<file path="src/rtl/aes_job_arbiter.sv">
// aes_job_arbiter: shares one AES controller between NUM_CH AXI-stream job
// sources. A whole job (command + beat stream ending in tlast) is granted at a
// time, passed through unbuffered, and the controller's completion pulse is
// routed back to the owning channel.
// Optional feature: define AES_ARB_STRICT_PRIO_EN for fixed priority (lowest
// channel index wins) instead of round-robin.
module aes_job_arbiter #(
    parameter int NUM_CH     = 2,
    parameter int DATA_WIDTH = 128,
    parameter int CMD_WIDTH  = 32
) (
    input  logic                         clk,
    input  logic                         reset,
    input  logic [NUM_CH*CMD_WIDTH-1:0]  s_cmd,
    input  logic [NUM_CH*DATA_WIDTH-1:0] s_tdata,
    input  logic [NUM_CH-1:0]            s_tvalid,
    input  logic [NUM_CH-1:0]            s_tlast,
    output logic [NUM_CH-1:0]            s_tready,
    output logic [DATA_WIDTH-1:0]        m_tdata,
    output logic                         m_tvalid,
    output logic                         m_tlast,
    input  logic                         m_tready,
    output logic [CMD_WIDTH-1:0]         aes_cmd,
    input  logic                         processing_done,
    output logic [NUM_CH-1:0]            ch_done,
    output logic [2:0]                   grant_id,
    output logic                         busy
);

    typedef enum logic [1:0] {
        ST_IDLE      = 2'd0,
        ST_FWD       = 2'd1,
        ST_WAIT_DONE = 2'd2
    } state_t;

    state_t                  r_state;
    state_t                  w_next_state;
    logic [2:0]              r_rr_ptr;
    logic [2:0]              r_grant_id;
    logic                    r_busy;
    logic [CMD_WIDTH-1:0]    r_aes_cmd;
    logic [NUM_CH-1:0]       r_ch_done;

    logic                    w_any_req;
    logic [2:0]              w_pick;
    logic [CMD_WIDTH-1:0]    w_pick_cmd;
    logic [DATA_WIDTH-1:0]   w_sel_data;
    logic                    w_sel_valid;
    logic                    w_sel_last;
    logic                    w_grant;
    logic                    w_job_end;
    logic [2:0]              w_next_ptr;

    // Pick the first requesting channel at or after the search start point.
    always_comb begin
        int idx;
        w_any_req = 1'b0;
        w_pick    = 3'd0;
        idx       = 0;
        for (int k = 0; k < NUM_CH; k++) begin
`ifdef AES_ARB_STRICT_PRIO_EN
            idx = k;
`else
            idx = int'(r_rr_ptr) + k;
            if (idx >= NUM_CH) begin
                idx = idx - NUM_CH;
            end
`endif
            for (int j = 0; j < NUM_CH; j++) begin
                if (!w_any_req && (j == idx) && s_tvalid[j]) begin
                    w_any_req = 1'b1;
                    w_pick    = 3'(j);
                end
            end
        end
    end

    // Command word of the channel about to be granted.
    always_comb begin
        w_pick_cmd = '0;
        for (int j = 0; j < NUM_CH; j++) begin
            if (3'(j) == w_pick) begin
                w_pick_cmd = s_cmd[j*CMD_WIDTH +: CMD_WIDTH];
            end
        end
    end

    // Stream signals of the currently owning channel.
    always_comb begin
        w_sel_data  = '0;
        w_sel_valid = 1'b0;
        w_sel_last  = 1'b0;
        for (int j = 0; j < NUM_CH; j++) begin
            if (3'(j) == r_grant_id) begin
                w_sel_data  = s_tdata[j*DATA_WIDTH +: DATA_WIDTH];
                w_sel_valid = s_tvalid[j];
                w_sel_last  = s_tlast[j];
            end
        end
    end

    // Pass-through only while forwarding; every handshake is closed otherwise.
    always_comb begin
        m_tdata  = w_sel_data;
        m_tvalid = 1'b0;
        m_tlast  = 1'b0;
        s_tready = '0;
        if (r_state == ST_FWD) begin
            m_tvalid = w_sel_valid;
            m_tlast  = w_sel_last;
            for (int j = 0; j < NUM_CH; j++) begin
                if (3'(j) == r_grant_id) begin
                    s_tready[j] = m_tready;
                end
            end
        end
    end

    assign w_grant    = (r_state == ST_IDLE) && w_any_req;
    assign w_job_end  = (r_state == ST_WAIT_DONE) && processing_done;
    assign w_next_ptr = (r_grant_id == 3'(NUM_CH - 1)) ? 3'd0 : (r_grant_id + 3'd1);

    // Next-state decode: a job ends on the tlast transfer, then waits for the controller.
    always_comb begin
        w_next_state = r_state;
        case (r_state)
            ST_IDLE: begin
                if (w_any_req) begin
                    w_next_state = ST_FWD;
                end
            end
            ST_FWD: begin
                if (w_sel_valid && m_tready && w_sel_last) begin
                    w_next_state = ST_WAIT_DONE;
                end
            end
            ST_WAIT_DONE: begin
                if (processing_done) begin
                    w_next_state = ST_IDLE;
                end
            end
            default: begin
                w_next_state = ST_IDLE;
            end
        endcase
    end

    // State register.
    always_ff @(posedge clk or negedge reset) begin
        if (!reset) begin
            r_state <= ST_IDLE;
        end else begin
            r_state <= w_next_state;
        end
    end

    // Grant bookkeeping: owner, latched command, busy flag, completion routing.
    always_ff @(posedge clk or negedge reset) begin
        if (!reset) begin
            r_rr_ptr   <= 3'd0;
            r_grant_id <= 3'd0;
            r_busy     <= 1'b0;
            r_aes_cmd  <= '0;
            r_ch_done  <= '0;
        end else begin
            r_ch_done <= '0;
            if (w_grant) begin
                r_grant_id <= w_pick;
                r_aes_cmd  <= w_pick_cmd;
                r_busy     <= 1'b1;
            end
            if (w_job_end) begin
                for (int j = 0; j < NUM_CH; j++) begin
                    if (3'(j) == r_grant_id) begin
                        r_ch_done[j] <= 1'b1;
                    end
                end
                r_busy <= 1'b0;
`ifdef AES_ARB_STRICT_PRIO_EN
                r_rr_ptr <= 3'd0;
`else
                r_rr_ptr <= w_next_ptr;
`endif
            end
        end
    end

    assign aes_cmd  = r_aes_cmd;
    assign ch_done  = r_ch_done;
    assign grant_id = r_grant_id;
    assign busy     = r_busy;

endmodule

</file>
<file path="config.mk">
export PLATFORM = sky130hd
export DESIGN_NAME = aes_job_arbiter
export DESIGN_NICKNAME = d
export VERILOG_FILES = /design/src/rtl/aes_job_arbiter.sv
export SDC_FILE = /design/constraint.sdc
export NUM_CORES = 1
export LEC_CHECK = 0
export ABC_AREA = 0
export CAP_MARGIN = 10
export CORE_AREA = 2 2 193 195
export DETAILED_ROUTE_END_ITERATION = 16
export DIE_AREA = 0 0 195 197
export PLACE_DENSITY_LB_ADDON = 0.3
export SYNTH_ARGS = -nofsm -noshare
export SYNTH_HDL_FRONTEND = slang
export SYNTH_SLANG_ARGS = --single-unit
</file>
<file path="constraint.sdc">
create_clock -name clk -period 2.4 [get_ports clk]
set_clock_uncertainty 0.15 [all_clocks]
set_input_delay 0.6 -clock clk [delete_from_list [all_inputs] [get_ports clk]]
set_output_delay 0.6 -clock clk [all_outputs]
set_load 0.01 [all_outputs]
</file>
==> results of run 1 <==
## layout by cell type, fill, tap and decap left out, drive strengths merged, types with 2 or more instances in the layout
cell type      netlist  final
or2                  2      2
a31oi               32     32
nor2                 5      5
nand2b               2      2
mux2i                2      2
inv                  3      3
nand3               33     33
dfrtp               39     39
diode                0      5
conb                 1      2
clkdlybuf4s50        0    361
buf                 22    163
a21oi               33     33
clkbuf              20     21
o21ai               34     34
nand2                4      4
mux2               128    128
nor3                 2      2
## worst max-delay path, stage by stage, from the launching register on
cell	delay [ps]
dfrtp_4	520
buf_12	160
buf_8	130
buf_16	140
mux2_4	330
buf_6	130
## state kept, by name (all words and copies together), names as in the netlist
register,flops
aes_cmd,32
busy,1
ch_done,2
grant_id,1
r_rr_ptr,1
r_state,2
## per-stage QoR
step	power [mW]	hold slack, ps	setup WS (ps)	instance area, um2	TNS (ps)
floorplan	3.67	154	263	3690	0
finish	8.32	94.6	-52.0	9960	-753
global placement	6.78	322	-437	9310	-24010
detailed placement	6.78	330	-434	9310	-23800
CTS	8.35	98.5	-167	9900	-8990
global route	8.80	113	-93.9	9960	-2620
## cells by family after synthesis
group | after synthesis | share of synthesized area
buf+inv | 45 | 0.0632
compound gates | 100 | 0.198
flops | 39 | 0.265
mux | 130 | 0.397
other cells | 1 | 0.00102
simple gates | 54 | 0.0758
## power by group through the flow
stage               registers [mW]  logic [mW]  clock network [mW]
CTS                           1.17        6.48               0.699
detailed placement            1.22        5.55                   0
global route                  1.21        6.87               0.718
finish                        1.17        6.48               0.671
floorplan                     1.26        2.41                   0
global placement              1.22        5.56                   0
## cell type report
class	instances	share of cell area
timing repair buffer	541	0.569
multi-input combinational	286	0.257
clock inverter	2	0.00126
clock buffer	6	0.0129
sequential	39	0.0983
inverter	3	0.00113
antenna	5	0.00126
tap	468	0.0588
## routing by layer
layer | vias to the layer above | routed length, um
met2 | 267 | 14500
li1 | 2402 | -
met4 | 18 | 392
met3 | 35 | 3340
met1 | 2401 | 12200
met5 | - | 112
## final timing paths
kind,from,to
hold / removal,reset,aes_cmd[30]
max in group asynchronous,reset,busy
min in group clk,busy,busy
hold reg to reg,busy,busy
setup reg to reg,r_state[1],aes_cmd[27]
setup / recovery,grant_id[0],m_tdata[41]
## timing repair
item	CTS	global route
hold endpoints to repair	0	0
pin swaps	1	2
endpoints found under the setup margin	133	125
buffers inserted	11	2
cloned	8	3
resized for setup	606	75
==> results.py, run 1 <==
metrics = {
    "status": {
        "violations": "negative setup slack",
        "outcome": "finished with violations",
    },
    "yosys": {
        "avgSynthCellArea_um2": 9.98,
        "synth_seq_area_share": 0.265,
        "synthArstFlopShare": 1.00,
        "synth_cell_types": 28,
        "ys_ff_latch": 39,
        "ys_top_cells_by_area": "mux2_2 (39%), dfrtp_1 (26%), a31oi_2 (10%)",
        "yosysTopAreaCell": "mux2_2",
        "syn_area_um2": 3680,
        "synth_edf_count": 0,
        "synth_ff_type": "dfrtp_1",
        "yosys-top-cells-count": "mux2_2 (128), dfrtp_1 (39), a21oi_1 (33), nand3_1 (33), o21ai_0 (33)",
        "synthCells": 369,
        "yosysTopAreaCellShare": 0.391,
        "synth_most_common_cell": "mux2_2",
        "yosys_warnings": 0,
    },
    "layout": {
        "final_cells": 1350,
        "nNetsFinal": 1204,
        "nFillCells": 3884,
        "multi_input_area_um2": 2560,
        "fin_util": 0.275,
        "regArea_um2": 980,
        "syn_to_final_growth_pct": 170,
        "drive_above_1_share": 0.398,
    },
    "power": {
        "swShare": 0.378,
        "p_per_area_nw_per_um2": 835,
        "power_frac_comb": 0.779,
        "internal_power_mw": 5.17,
        "switchingPower_mw": 3.15,
        "power_frac_clock": 0.081,
        "p_leak_nw": 3.88,
        "vdd_drop_max_v": 0.000396,
        "seq_power_share": 0.141,
    },
    "global_routing": {
        "track_usage": 0.148,
        "antenna_found_initial": 23,
        "grt_busiest_layer": "met2",
        "use_met3": 0.0676,
        "grt_pass1_vias": 5309,
        "use_met1": 0.179,
        "grt_overflow": 0,
        "grt_use_met2": 0.240,
        "grt_pass1_wl_mm": 40.3,
        "grt_max_degree": 37,
    },
    "die": {
        "die_h_um": 197,
        "core_area_um2": 36300,
        "die_area_um2": 38400,
        "initial_utilization": 0.102,
        "ioPinCount": 498,
        "row_count": 70,
        "die_w_um": 195,
    },
    "critical_path": {
        "crit_path_end_kind": "output port",
        "worstPathRequired_ps": 1650,
        "path_max_fanout": 6,
        "critPathKind": "reg -> out",
        "worst_setup_path_start_kind": "register",
        "arrival_ps": 1700,
        "rrSetupSlack_ps": 770,
        "ff2ff_path_depth": 6,
    },
    "place": {
        "post-place-cells": 1318,
        "place_congestion": 0.749,
        "placement.io_buffers": 495,
        "dpl.hpwl_mm": 25.3,
    },
    "timing": {
        "drv_slew": 0,
        "period_needed_ps": 2450,
        "min_period_over_period": 1.02,
        "fmax_mhz": 408,
        "fin_ws_ps": -52.0,
        "rsz0062_at_grt": "true",
        "setup_viol_count_final": 32,
        "hold_viol": 0,
    },
    "routing": {
        "wl_per_cell_um": 22.6,
        "first_pass_iters": 4,
        "drt_iter0_drc": 188,
        "route.detailed.drc": 0,
        "num_vias": 5123,
        "ant_nets": 0,
        "wl_mm": 30.6,
        "via_per_inst": 3.79,
    },
    "cts": {
        "cts_buffers": 5,
        "clk_pin_slew_ps": 60,
        "cts_tree": "done",
        "holdBufCountCts": 0,
        "htreeDepth": 2,
        "clock_sinks": 39,
        "cts_root_buffer": "clkbuf_16",
        "clk_path_buf_depth": 2,
        "clock_latency_ps": 290,
    },
    "job": {
        "drv_cap": 0,
    },
    "min_path": {
        "hold_class": "in -> async",
    },
}
No activity file was read; power rests on OpenSTA's default activity.
==> run 2, diff against run 1 <==
--- a/config.mk
+++ b/config.mk
@@ -6,7 +6,7 @@
 export NUM_CORES = 1
 export LEC_CHECK = 0
 export ABC_AREA = 0
-export CAP_MARGIN = 10
+export CAP_MARGIN = 0
 export CORE_AREA = 2 2 193 195
 export DETAILED_ROUTE_END_ITERATION = 16
 export DIE_AREA = 0 0 195 197
==> results of run 2 <==
Final layout, timing and power as in run 1 (identical DEF).
==> run 3, diff against run 2 <==
--- a/config.mk
+++ b/config.mk
@@ -7,9 +7,9 @@
 export LEC_CHECK = 0
 export ABC_AREA = 0
 export CAP_MARGIN = 0
-export CORE_AREA = 2 2 193 195
+export CORE_AREA = 2 2 191 193
 export DETAILED_ROUTE_END_ITERATION = 16
-export DIE_AREA = 0 0 195 197
+export DIE_AREA = 0 0 193 195
 export PLACE_DENSITY_LB_ADDON = 0.3
 export SYNTH_ARGS = -nofsm -noshare
 export SYNTH_HDL_FRONTEND = slang
==> constraint.sdc (replaced) <==
create_clock -name clk -period 3 [get_ports clk]
set_clock_uncertainty 0.15 [all_clocks]
set_input_delay 0.9 -clock clk [delete_from_list [all_inputs] [get_ports clk]]
set_output_delay 0.9 -clock clk [all_outputs]
set_load 0.01 [all_outputs]
==> run 3 against run 2 <==
The flow still finishes with violations (negative setup slack). Worst setup slack better by 49 ps. Combinational power is 38% lower. Non-clock buffer count is 24 lower. Largest power group unchanged. Highest routed layer unchanged.
==> results.py, run 3 (same netlist as run 1, synthesis figures left out) <==
metrics = {
    "status": {
        "outcome": "finished with violations",
        "violations": "negative setup slack",
    },
    "cts": {
        "cts_buffers": 5,
        "clk_path_buf_depth": 2,
        "clock_latency_ps": 290,
        "htreeDepth": 2,
        "clk_pin_slew_ps": 60,
        "holdBufCountCts": 0,
        "cts_tree": "done",
        "clock_sinks": 39,
        "cts_root_buffer": "clkbuf_16",
    },
    "die": {
        "core_area_um2": 35400,
        "die_area_um2": 37600,
        "initial_utilization": 0.104,
        "ioPinCount": 498,
        "row_count": 69,
        "die_w_um": 193,
        "die_h_um": 195,
    },
    "timing": {
        "rsz0062_at_grt": "false",
        "period_needed_ps": 3000,
        "tightest_slew_ps": 775,
        "slew_headroom": 0.483,
        "fin_ws_ps": -2.61,
        "drv_slew": 0,
        "hold_viol": 0,
        "min_period_over_period": 1.00,
        "setup_viol_count_final": 1,
        "fmax_mhz": 333,
    },
    "layout": {
        "largest_register_ffs": 32,
        "nNetsFinal": 1180,
        "drive_above_1_share": 0.234,
        "final_area_um2": 9290,
        "mostFrequentLayoutCells": "clkdlybuf4s50_1 (357), mux2_2 (127), dlygate4sd2_1 (127), dfrtp_1 (38)",
        "final_common_cell": "clkdlybuf4s50_1",
        "syn_to_final_growth_pct": 152,
    },
    "place": {
        "place_congestion": 0.873,
        "pre_cts_slack_ps": -556,
        "dpl.hpwl_mm": 26.0,
        "place_area_um2": 9220,
        "placement.io_buffers": 495,
    },
    "global_routing": {
        "grt_pass1_vias": 5039,
        "track_usage": 0.148,
        "grt_max_degree": 44,
        "antenna_found_initial": 30,
        "grt_pass1_wl_mm": 38.3,
        "grt_overflow": 0,
    },
    "critical_path": {
        "cpMaxStageDelayCell": "clkdlybuf4s50_1",
        "arrival_ps": 1950,
        "max_stage_delay_ps": 470,
        "crit_path_end_kind": "output port",
        "worst_setup_path_start_kind": "input port",
        "path_max_fanout": 1,
        "critPathBufInv": 2,
        "crit_family": "buffers and inverters",
        "critPathKind": "in -> out",
        "rrSetupSlack_ps": 1430,
        "worstPathRequired_ps": 1950,
        "path_cells": "clkdlybuf4s50_1 -> mux2_2 -> dlygate4sd2_1",
    },
    "routing": {
        "route.detailed.drc": 0,
        "drt_iter0_drc": 150,
        "wl_per_cell_um": 22.6,
        "wl_mm": 30.0,
        "via_per_inst": 3.76,
        "ant_nets": 0,
        "num_vias": 4974,
        "first_pass_iters": 4,
    },
    "min_path": {
        "hold_class": "reg -> reg",
    },
    "power": {
        "p_leak_nw": 3.57,
        "vdd_drop_max_v": 0.000265,
        "p_per_area_nw_per_um2": 609,
    },
    "job": {
        "drv_cap": 0,
    },
}
run 3: tightest hold or removal path, delay by kind of cell, from the launching register on:
kind | cells | cell delay (ps)
DFF | 1 | 350
and+or+nand+nor | 2 | 100
run 3: layout make-up:
cell class	count	area, um2
Antenna cell	10	25.0
Clock buffer	6	129
Clock inverter	2	60.1
Fill cell	3902	26100
Inverter	3	11.3
Multi-Input combinational cell	286	2500
Sequential cell	39	980
Tap cell	461	577
Timing Repair Buffer	517	5010
run 3: final timing paths:
check | to | cells after the start | start
setup / recovery | m_tdata[69] | 3 | s_tdata[197]
hold / removal | busy | 2 | busy
setup reg to reg | r_state[1] | 4 | grant_id[0]
hold reg to reg | busy | 2 | busy
max in group asynchronous | aes_cmd[21] | 2 | reset
min in group asynchronous | aes_cmd[0] | 1 | reset
run 3: stage by stage:
stage          utilization  setup TNS [ps]  std cells  hold slack [ps]  power (mW)
3_5_place_dp         0.260          -17720       1305              336        5.33
5_1_grt              0.262               0       1319              390        6.01
3_3_place_gp         0.260          -17980       1305              325        5.33
2_1_floorplan            -               0        370              314        2.94
6_report             0.262           -2.61       1324              334        5.66
4_1_cts              0.262           -27.4       1314              352        5.75
run 3: what timing repair did:
action	4_1_cts	5_1_grt
gates cloned	0	0
setup endpoints to repair	130	6
hold endpoints to repair	0	0
resized for setup	141	11
setup buffers	1	0
pin swaps	1	1
run 3: per-layer routing:
metal | track usage | part of all wire
met5 | 0 | 0.0054
met4 | 0.0429 | 0.028
met3 | 0.0877 | 0.15
met2 | 0.249 | 0.47
met1 | 0.154 | 0.35
run 3: where the power goes:
group / internal [mW] / leakage (nW) / total (mW) / switching (mW)
Sequential: 0.776 / 0.441 / 0.952 / 0.176
Combinational: 2.20 / 3.04 / 3.99 / 1.79
Clock: 0.478 / 0.0911 / 0.711 / 0.233
